==> src/rtl/comlock_pkg.sv <==
// Shared constants and key-event types for the digital lock front end,
// controller and display decoder.
package comlock_pkg;

   localparam int unsigned DIGITS  = 4;
   localparam int unsigned DIGIT_W = 4;
   localparam int unsigned CODE_W  = DIGITS * DIGIT_W;
   localparam logic [CODE_W-1:0] DEFAULT_CODE = 16'h1234;

   // What the entry buffer does in a given cycle, after key priority is applied.
   typedef enum logic [2:0] {
      EV_NONE,
      EV_DIGIT,
      EV_CLEAR,
      EV_ENTER,
      EV_CHANGE,
      EV_INVALID,
      EV_TIMEOUT
   } key_event_e;

   // CLEAR beats ENTER/CHANGE, which beat a digit; the idle timeout only acts
   // when no key is pressed at all.
   function automatic key_event_e decode_key(input logic clear,
                                             input logic enter,
                                             input logic change,
                                             input logic valid,
                                             input logic expired);
      key_event_e ev;
      ev = EV_NONE;
      if (clear)                ev = EV_CLEAR;
      else if (enter && change) ev = EV_INVALID;
      else if (enter)           ev = EV_ENTER;
      else if (change)          ev = EV_CHANGE;
      else if (valid)           ev = EV_DIGIT;
      else if (expired)         ev = EV_TIMEOUT;
      return ev;
   endfunction

endpackage

==> src/rtl/code_entry_if.sv <==
// Keypad / lock-controller side bus of the code entry block.
interface code_entry_if #(
   parameter int unsigned DIGITS  = comlock_pkg::DIGITS,
   parameter int unsigned DIGIT_W = comlock_pkg::DIGIT_W
);

   localparam int unsigned CNT_W = $clog2(DIGITS + 1);

   logic               key_valid;
   logic [DIGIT_W-1:0] key_digit;
   logic               key_enter;
   logic               key_change;
   logic               key_clear;
   logic               load;
   logic               compare;
   logic               enter;
   logic               change;
   logic [CNT_W-1:0]   digit_count;
   logic               entry_full;

   modport master (
      output key_valid, key_digit, key_enter, key_change, key_clear, load,
      input  compare, enter, change, digit_count, entry_full
   );

   modport slave (
      input  key_valid, key_digit, key_enter, key_change, key_clear, load,
      output compare, enter, change, digit_count, entry_full
   );

endinterface

==> src/rtl/code_idle_timer.sv <==
// Idle counter: runs while enabled and not kicked, pulses expired on the
// cycle it would reach TIMEOUT and wraps back to zero.
module code_idle_timer #(
   parameter int unsigned TIMEOUT = 1000
) (
   input  logic clock,
   input  logic reset,
   input  logic kick,
   input  logic enable,
   output logic expired
);

   localparam int unsigned TW = (TIMEOUT > 1) ? $clog2(TIMEOUT) : 1;

   logic [TW-1:0] cnt;

   // Expiry fires on the idle cycle whose increment would hit TIMEOUT.
   always_comb begin
      expired = enable && !kick && (cnt == TW'(TIMEOUT - 1));
   end

   // Counter register: cleared by reset, a key, an empty buffer or expiry.
   always_ff @(posedge clock) begin
      if (reset || kick || !enable || expired) begin
         cnt <= '0;
      end else begin
         cnt <= cnt + TW'(1);
      end
   end

endmodule

==> src/rtl/code_entry.sv <==
// Keypad digit collector for the digital lock: entry buffer, latched entry,
// stored combination, comparator and registered ENTER/CHANGE pulses.
module code_entry #(
   parameter int unsigned DIGITS  = comlock_pkg::DIGITS,
   parameter int unsigned DIGIT_W = comlock_pkg::DIGIT_W,
   parameter logic [DIGITS*DIGIT_W-1:0] DEFAULT_CODE = comlock_pkg::DEFAULT_CODE,
   parameter int unsigned TIMEOUT = 1000
) (
   input logic        clock,
   input logic        reset,
   code_entry_if.slave bus
);

   import comlock_pkg::*;

   localparam int unsigned ENTRY_W = DIGITS * DIGIT_W;
   localparam int unsigned CNT_W   = $clog2(DIGITS + 1);

   logic [ENTRY_W-1:0] buffer;
   logic [ENTRY_W-1:0] latched;
   logic [ENTRY_W-1:0] stored;
   logic [CNT_W-1:0]   count;
   logic               latched_full;
   logic               enter_q;
   logic               change_q;
   logic               compare_q;
   logic               full;
   logic               match;
   logic               kick;
   logic               expired;
   key_event_e         ev;

   // Any key strobe restarts the idle timer, even one that loses on priority.
   assign kick = bus.key_valid | bus.key_enter | bus.key_change | bus.key_clear;

   code_idle_timer #(
      .TIMEOUT(TIMEOUT)
   ) u_idle_timer (
      .clock  (clock),
      .reset  (reset),
      .kick   (kick),
      .enable (count != '0),
      .expired(expired)
   );

   // Decode this cycle's key action and evaluate the comparator.
   always_comb begin
      full  = (count == CNT_W'(DIGITS));
      match = full && (buffer == stored);
      ev    = decode_key(bus.key_clear, bus.key_enter, bus.key_change,
                         bus.key_valid, expired);
   end

   // Entry buffer, latched/stored codes and one-cycle output pulses.
   always_ff @(posedge clock) begin
      if (reset) begin
         buffer       <= '0;
         latched      <= '0;
         stored       <= DEFAULT_CODE;
         count        <= '0;
         latched_full <= 1'b0;
         enter_q      <= 1'b0;
         change_q     <= 1'b0;
         compare_q    <= 1'b0;
      end else begin
         enter_q   <= 1'b0;
         change_q  <= 1'b0;
         compare_q <= 1'b0;

         // Load commits the previous latched entry; a same-cycle ENTER/CHANGE
         // below then re-latches and its latched_full assignment wins.
         if (bus.load) begin
            if (latched_full) begin
               stored <= latched;
            end
            latched_full <= 1'b0;
         end

         unique case (ev)
            EV_DIGIT: begin
               if (!full) begin
                  buffer <= (buffer << DIGIT_W) | ENTRY_W'(bus.key_digit);
                  count  <= count + CNT_W'(1);
               end
            end
            EV_CLEAR, EV_INVALID, EV_TIMEOUT: begin
               buffer <= '0;
               count  <= '0;
            end
            EV_ENTER, EV_CHANGE: begin
               enter_q      <= (ev == EV_ENTER);
               change_q     <= (ev == EV_CHANGE);
               compare_q    <= match;
               latched      <= buffer;
               latched_full <= full;
               buffer       <= '0;
               count        <= '0;
            end
            default: begin
            end
         endcase
      end
   end

   assign bus.enter       = enter_q;
   assign bus.change      = change_q;
   assign bus.compare     = compare_q;
   assign bus.digit_count = count;
   assign bus.entry_full  = full;

endmodule

==> src/flat_wrapper.sv <==
// flat-port wrapper written by rule: the top's interface ports become plain ports
module code_entry_flat import comlock_pkg::*;
#(
   parameter int unsigned DIGITS  = comlock_pkg::DIGITS,
   parameter int unsigned DIGIT_W = comlock_pkg::DIGIT_W,
   parameter logic [DIGITS*DIGIT_W-1:0] DEFAULT_CODE = comlock_pkg::DEFAULT_CODE,
   parameter int unsigned TIMEOUT = 1000
)
  (clock, reset, bus_key_valid, bus_key_digit, bus_key_enter, bus_key_change, bus_key_clear, bus_load, bus_compare, bus_enter, bus_change, bus_digit_count, bus_entry_full);
  code_entry_if #(.DIGITS(DIGITS), .DIGIT_W(DIGIT_W)) bus_i ();
  input logic clock;
  input logic reset;
  input wire logic [$bits(bus_i.key_valid)-1:0] bus_key_valid;
  input wire logic [$bits(bus_i.key_digit)-1:0] bus_key_digit;
  input wire logic [$bits(bus_i.key_enter)-1:0] bus_key_enter;
  input wire logic [$bits(bus_i.key_change)-1:0] bus_key_change;
  input wire logic [$bits(bus_i.key_clear)-1:0] bus_key_clear;
  input wire logic [$bits(bus_i.load)-1:0] bus_load;
  output wire logic [$bits(bus_i.compare)-1:0] bus_compare;
  output wire logic [$bits(bus_i.enter)-1:0] bus_enter;
  output wire logic [$bits(bus_i.change)-1:0] bus_change;
  output wire logic [$bits(bus_i.digit_count)-1:0] bus_digit_count;
  output wire logic [$bits(bus_i.entry_full)-1:0] bus_entry_full;
  assign bus_i.key_valid = bus_key_valid;
  assign bus_i.key_digit = bus_key_digit;
  assign bus_i.key_enter = bus_key_enter;
  assign bus_i.key_change = bus_key_change;
  assign bus_i.key_clear = bus_key_clear;
  assign bus_i.load = bus_load;
  assign bus_compare = bus_i.compare;
  assign bus_enter = bus_i.enter;
  assign bus_change = bus_i.change;
  assign bus_digit_count = bus_i.digit_count;
  assign bus_entry_full = bus_i.entry_full;
  code_entry #(.DIGITS(DIGITS), .DIGIT_W(DIGIT_W), .DEFAULT_CODE(DEFAULT_CODE), .TIMEOUT(TIMEOUT)) u_core (.clock(clock), .reset(reset), .bus(bus_i));
endmodule
==> config.mk <==
export PLATFORM = sky130hd
export DESIGN_NAME = code_entry_flat
export DESIGN_NICKNAME = d
export VERILOG_FILES = /design/src/rtl/comlock_pkg.sv /design/src/rtl/code_entry_if.sv /design/src/rtl/code_idle_timer.sv /design/src/rtl/code_entry.sv /design/src/flat_wrapper.sv
export SDC_FILE = /design/constraint.sdc
export NUM_CORES = 1
export LEC_CHECK = 0
export CAP_MARGIN = 20
export CORE_ASPECT_RATIO = 1.25
export CORE_MARGIN = 3
export CORE_UTILIZATION = 39
export DETAILED_ROUTE_END_ITERATION = 6
export SLEW_MARGIN = 20
export SYNTH_ARGS = -nofsm -noshare
export SYNTH_HDL_FRONTEND = slang
export SYNTH_SLANG_ARGS = --single-unit
==> constraint.sdc <==
create_clock -name clock -period 2.1 [get_ports clock]
set_clock_uncertainty 0.1 [all_clocks]
set_input_delay 0.315 -clock clock [delete_from_list [all_inputs] [get_ports clock]]
set_output_delay 0.315 -clock clock [all_outputs]
set_load 0.05 [all_outputs]
==> summary.md, run 1 <==
| Metric | Value |
|---|---|
| Distinct cells, synth | `31` |
| CP max FO | `4` |
| Setup TNS | `0 ns` |
| Gr usage total | `14.95%` |
| Slowest CP cell | `clkdlybuf4s50_1` |
| Largest cells by area after synthesis | `dfxtp_1, nand2_1, mux2i_1, nor2_1, mux2_2` |
| Cell family with most CP delay | `buffers and inverters` |
| Dpl cell area | `3163 µm²` |
| Cts bufs inserted | `9` |
| Hold_buf cts | `0` |
| Part of the cycle the worst path needs | `93.80%` |
| Synth Cell Area | `2846 µm²` |
| GPL Wtd Cong | `0.6893` |
| Syn Nets | `322` |
| Die area | `8366 µm²` |
| Post-detail-place hpwl | `3742 µm` |
| Number of DRC markers in iteration 0 | `82` |
| DRC viols | `0` |
| Max-cap violations | `0` |
| Post-synth top area cell | `dfxtp_1` |
| Status | `finished clean` |
| Initial antenna violation count | `0` |
| DR vias | `2,039` |
| Row count | `34` |
| Inserted Diodes | `0` |
| Area share of the largest cell type after synthesis | `45.71%` |
| Post-CTS Setup Inserts | `0` |
| CP Buf/Inv Count | `1` |
| Die width | `82.41 µm` |
| WL final | `5501 µm` |
| Mapped Cells | `308` |
| # fillers | `680` |
| Post-route ant nets | `0` |
| Post-CTS sizing | `0` |
| Max IR drop VDD | `0.3773 mV` |
| Warnings from Yosys | `0` |
| Synth-to-layout area growth | `18.51%` |
| Share of post-route cells with drive strength above 1 | `15.73%` |
| Ratio of total power to cell area | `734.1 nW/µm²` |
| WL per Instance | `12.88 µm` |
| RSZ-0062 raised after global routing | `false` |
| GRT busiest layer | `met2` |
| Top FF cell, synth | `dfxtp_1` |
| Worst Hold Class | `reg -> reg` |
| Max_slew headroom | `66.82%` |
| CTS sink count | `65` |
| Max Root-Sink Buffers | `2` |
| Sequential share of the synthesized area | `45.71%` |
| Final instance area | `3373 µm²` |
| Critical-path cell list | `clkdlybuf4s50_1` |
| Endpoint type of the worst setup path | `output pin` |
| FFs w/ async S/R, synth | `0%` |
| Setup violators final | `0` |
| CP required | `1.68 ns` |
| WHS | `0.3456 ns` |
| Peak Freq | `507.6 MHz` |
| Dpl cells | `411` |
| Final hold viol count | `0` |
| Number of nets in the layout | `346` |
| Initial core utilization | `40.55%` |
| Clock transition at the registers of the reported paths | `0.07 ns` |
| Number of global-route vias before repair | `2,074` |
| Critical path arrival | `1.55 ns` |
| CP startpoint kind | `register` |
| WS Path Type | `reg -> out` |
| Slew Viols, Final | `0` |
| CTS tree | `yes` |
| EDFF count, synth | `0` |
| Max incr delay on CP | `0.83 ns` |
| Overall power | `2.476 mW` |
| Die Span Y | `101.5 µm` |
| Grt met2 use | `25.43%` |
| First-pass GRT wire length | `9549 µm` |
| Total gr overflow | `0` |
| Pleak | `1.199 nW` |
| Mapped Avg Cell Area | `9.242 µm²` |
| CTS root buffer | `clkbuf_8` |
| DRT Pass-1 Iters | `4` |
| # IOs | `18` |
| Vias per cell | `4.775` |
| Core Region | `7019 µm²` |
| #FFs+latches synth | `65` |
| Fin cells | `427` |
| Clock H-tree levels | `3` |
| Clock Latency Late Sink | `0.33 ns` |
| Met1 usage | `17.33%` |
| Post-layout min period | `1.970 ns` |
| Port buffer count | `17` |
| Worst slew pin tran | `0.4961 ns` |
| Pin count of the biggest net entering global routing | `51` |
| Met3 usage | `4.270%` |
-- final timing paths --
| kind | from | to | slack [ns] | cells past startpoint |
|---|---|---|---|---|
| worst max-delay path | u_core.bus.digit_count[1] | bus_digit_count[1] | 0.13 | 1 |
| worst min register to register | u_core.u_idle_timer.cnt[0] | u_core.u_idle_timer.cnt[0] | 0.35 | 1 |
| worst max register to register | u_core.bus.digit_count[0] | u_core.buffer[15] | 0.26 | 8 |
| worst min-delay path | u_core.u_idle_timer.cnt[0] | u_core.u_idle_timer.cnt[0] | 0.35 | 1 |
-- routing by layer --
layer	routed length, µm	up-vias
met5	0	-
met4	68	0
met3	135	5
met2	2771	15
met1	2526	956
li1	-	1063
-- layout make-up --
class | count | area, µm² | area share [%]
repair buffers | 28 | 287.8 | 8.531
multi-input cells | 224 | 1444 | 42.80
flip-flops and latches | 65 | 1304 | 38.65
inverters | 4 | 15.01 | 0.4451
clock inverters | 6 | 82.58 | 2.448
well taps | 90 | 112.6 | 3.338
clock buffers | 10 | 127.6 | 3.783
-- state kept, by name, summed over array words and instances (netlist names) --
signal                   cells
u_core.u_idle_timer.cnt     10
u_core.buffer               16
u_core.latched              16
u_core.stored               16
u_core.bus.change            1
u_core.latched_full          1
u_core.bus.enter             1
u_core.bus.digit_count       3
u_core.bus.compare           1
-- cells by family after synthesis --
group	after synthesis	share of synthesized area, %
DFF	65	45.71
adders and majority gates	3	1.319
AOI/OAI and AO/OA	16	3.033
muxes	33	12.48
xor gates and xnor gates	26	8.000
buffers and inverters	19	3.692
and+or+nand+nor	146	25.76
-- layout by cell type (no fill, tap or decap), drive strengths merged, types with 4 or more instances in the layout --
| master | synthesis | layout |
|---|---|---|
| mux2i | 19 | 19 |
| dfxtp | 65 | 65 |
| nand2 | 52 | 52 |
| nor2 | 40 | 40 |
| clkdlybuf4s50 | 0 | 16 |
| xnor2 | 13 | 13 |
| buf | 6 | 12 |
| nand3 | 4 | 4 |
| clkbuf | 9 | 10 |
| nand2b | 17 | 17 |
| nor4 | 6 | 6 |
| nand3b | 6 | 6 |
| mux2 | 14 | 14 |
| xor2 | 13 | 13 |
| and2 | 4 | 4 |
| nor3 | 11 | 11 |
| inv | 4 | 4 |
| a21oi | 14 | 14 |
-- per-stage QoR --
| stage | setup slack, ns | util (%) |
|---|---|---|
| detailed placement | 0.003729 | 45.06 |
| finish | 0.1301 | 48.06 |
| CTS | 0.1034 | 48.06 |
| global route | 0.07247 | 48.06 |
| global placement | 0.03235 | 45.06 |
| floorplan | 0.004903 | - |
-- Yosys cell counts, drive strengths merged (4+ instances only) --
master	n
dfxtp	65
nand2	52
nor2	40
mux2i	19
nand2b	17
a21oi	14
mux2	14
xnor2	13
xor2	13
nor3	11
clkbuf	9
buf	6
nand3b	6
nor4	6
and2	4
inv	4
nand3	4
-- power breakdown --
part	switching (mW)	total, mW	internal [mW]
clock network	0.461	1.12	0.662
registers	0.00296	1.24	1.24
logic	0.0584	0.114	0.0552
total	0.523	2.48	1.95
No activity file was read; power rests on OpenSTA's default activity.
==> run 2, diff against run 1 <==
- CAP_MARGIN: 20 -> 5
- PLACE_DENSITY_LB_ADDON: unset -> 0.08
==> run 2 against run 1 <==
Compared with the run above:
- critical path depth unchanged
- die area is the same
- core utilization increased by 0.29 points
- non-clock buffer count is 1 higher
- routed wire length increased by 5.2%
- worst setup slack improved by 0.0029 ns
- sequential cell count is the same
- combinational power about the same
- first-iteration DRC count grew 4.9%
- clock power about the same
- worst hold slack improved by 0.0031 ns
- count of clock-buffer cells in the layout is the same
==> summary.md, run 2 (same netlist as run 1, synthesis figures left out) <==
| Metric | Value |
|---|---|
| Number of global-route vias before repair | `2,104` |
| CP startpoint kind | `register` |
| CTS tree | `yes` |
| Clock H-tree levels | `3` |
| CP required | `1.68 ns` |
| Multi-input gate area | `1444 µm²` |
| Slew Viols, Final | `0` |
| DRT Pass-1 Iters | `4` |
| Number of DRC markers in iteration 0 | `86` |
| Worst slew pin tran | `0.4954 ns` |
| CP Buf/Inv Count | `1` |
| Post-CTS sizing | `0` |
| Reg-to-reg critical path startpoint | `u_core.bus.digit_count[1]` |
| Peak Freq | `508.4 MHz` |
| Row count | `34` |
| Setup violators final | `0` |
| CP max FO | `4` |
| Post-detail-place hpwl | `3867 µm` |
| DRC viols | `0` |
| Core Region | `7019 µm²` |
| Dpl cell area | `3183 µm²` |
| Cell family with most CP delay | `buffers and inverters` |
| Initial core utilization | `40.55%` |
| # fillers | `703` |
| Hold path cells | `1` |
| Endpoint type of the worst setup path | `output pin` |
| Post-CTS Setup Inserts | `0` |
| WHS | `0.3488 ns` |
| Post-route ant nets | `0` |
| Status | `finished clean` |
| Die width | `82.41 µm` |
| Cts bufs inserted | `9` |
| Max Root-Sink Buffers | `2` |
| Number of nets in the layout | `347` |
| Most common cell after layout, fill and taps aside | `dfxtp_1` |
| Total gr overflow | `0` |
| CTS root buffer | `clkbuf_8` |
| DR vias | `2,082` |
| Most frequent cells in the layout | `dfxtp_1, nand2_1, nor2_1` |
| Hold_buf cts | `0` |
| Clock Latency Late Sink | `0.34 ns` |
| Final core occ | `48.34%` |
| Max_slew headroom | `66.87%` |
| Slowest CP cell | `clkdlybuf4s50_1` |
| Share of post-route cells with drive strength above 1 | `15.98%` |
| RSZ-0062 raised after global routing | `false` |
| First-pass GRT wire length | `9984 µm` |
| Seq. cell area | `1304 µm²` |
| Clock transition at the registers of the reported paths | `0.07 ns` |
| Critical-path cell list | `clkdlybuf4s50_1` |
| Final hold viol count | `0` |
| Die Span Y | `101.5 µm` |
| Worst Hold Class | `reg -> reg` |
| WL per Instance | `13.52 µm` |
| FF-to-FF End | `u_core.buffer[12]` |
| Worst path depth | `1` |
| R2R setup slack | `0.27 ns` |
| Reg2reg path depth | `7` |
| Critical path arrival | `1.55 ns` |
| Port buffer count | `17` |
| Part of the cycle the worst path needs | `93.67%` |
| Ratio of total power to cell area | `734.2 nW/µm²` |
| Overall power | `2.491 mW` |
| Max IR drop VDD | `0.3798 mV` |
| WS Path Type | `reg -> out` |
| Setup TNS | `0 ns` |
| Max-cap violations | `0` |
| Pin count of the biggest net entering global routing | `51` |
| Post-layout min period | `1.967 ns` |
| Initial antenna violation count | `0` |
| CTS sink count | `65` |
| Crit path to | `bus_digit_count[1]` |
| Vias per cell | `4.864` |
| WL final | `5786 µm` |
| Final instance area | `3393 µm²` |
| Max incr delay on CP | `0.83 ns` |
| GPL Wtd Cong | `0.7394` |
| Synth-to-layout area growth | `19.21%` |
| Critical path origin | `u_core.bus.digit_count[1]` |
| Inserted Diodes | `0` |
| Largest registers | `u_core.buffer (16), u_core.latched (16), u_core.stored (16)` |
| Die area | `8366 µm²` |
| # IOs | `18` |
| Gr usage total | `15.69%` |
| Pleak | `1.209 nW` |
-- run 2: cell count changes in the layout (fill, tap and decap cells not counted) --
cell / delta
buf_12: +1
-- run 2: how the worst min path moves through the flow --
stage,from,end,slack (ns)
after floorplan,u_core.u_idle_timer.cnt[0],u_core.u_idle_timer.cnt[0],0.32
after global placement,u_core.u_idle_timer.cnt[0],u_core.u_idle_timer.cnt[0],0.33
after detailed placement,u_core.u_idle_timer.cnt[0],u_core.u_idle_timer.cnt[0],0.34
after CTS,u_core.latched[8],u_core.stored[8],0.35
after global routing,u_core.latched[14],u_core.stored[14],0.38
final,u_core.u_idle_timer.cnt[0],u_core.u_idle_timer.cnt[0],0.35
-- run 2: where the power goes --
part / internal (mW) / switching (mW)
Sequential: 1.24 / 0.00298
Combinational: 0.0565 / 0.0608
Clock: 0.662 / 0.473
Total: 1.95 / 0.537
-- run 2: layer usage --
| layer | global-route usage (%) | up-vias | share of wire (%) |
|---|---|---|---|
| met5 | 0 | - | 0 |
| met4 | 6.522 | 0 | 1.2 |
| met3 | 3.559 | 8 | 2.0 |
| met2 | 25.56 | 17 | 49 |
| met1 | 19.75 | 996 | 48 |
| li1 | - | 1061 | - |
-- run 2: metrics by stage --
stage	cells	setup WS (ns)
final	428	0.1330
after global routing	428	0.06457
after global placement	412	-0.004968
after floorplan	308	0.004903
after CTS	428	0.1087
after detailed placement	412	-0.03388
-- run 2: area by class of cell --
cell class,instances,share of cell area (%)
clock buffer,10,3.761
clock inverter,6,2.434
inverter,4,0.4425
multi-input combinational,224,42.55
sequential,65,38.42
tap,90,3.319
timing repair buffer,29,9.071
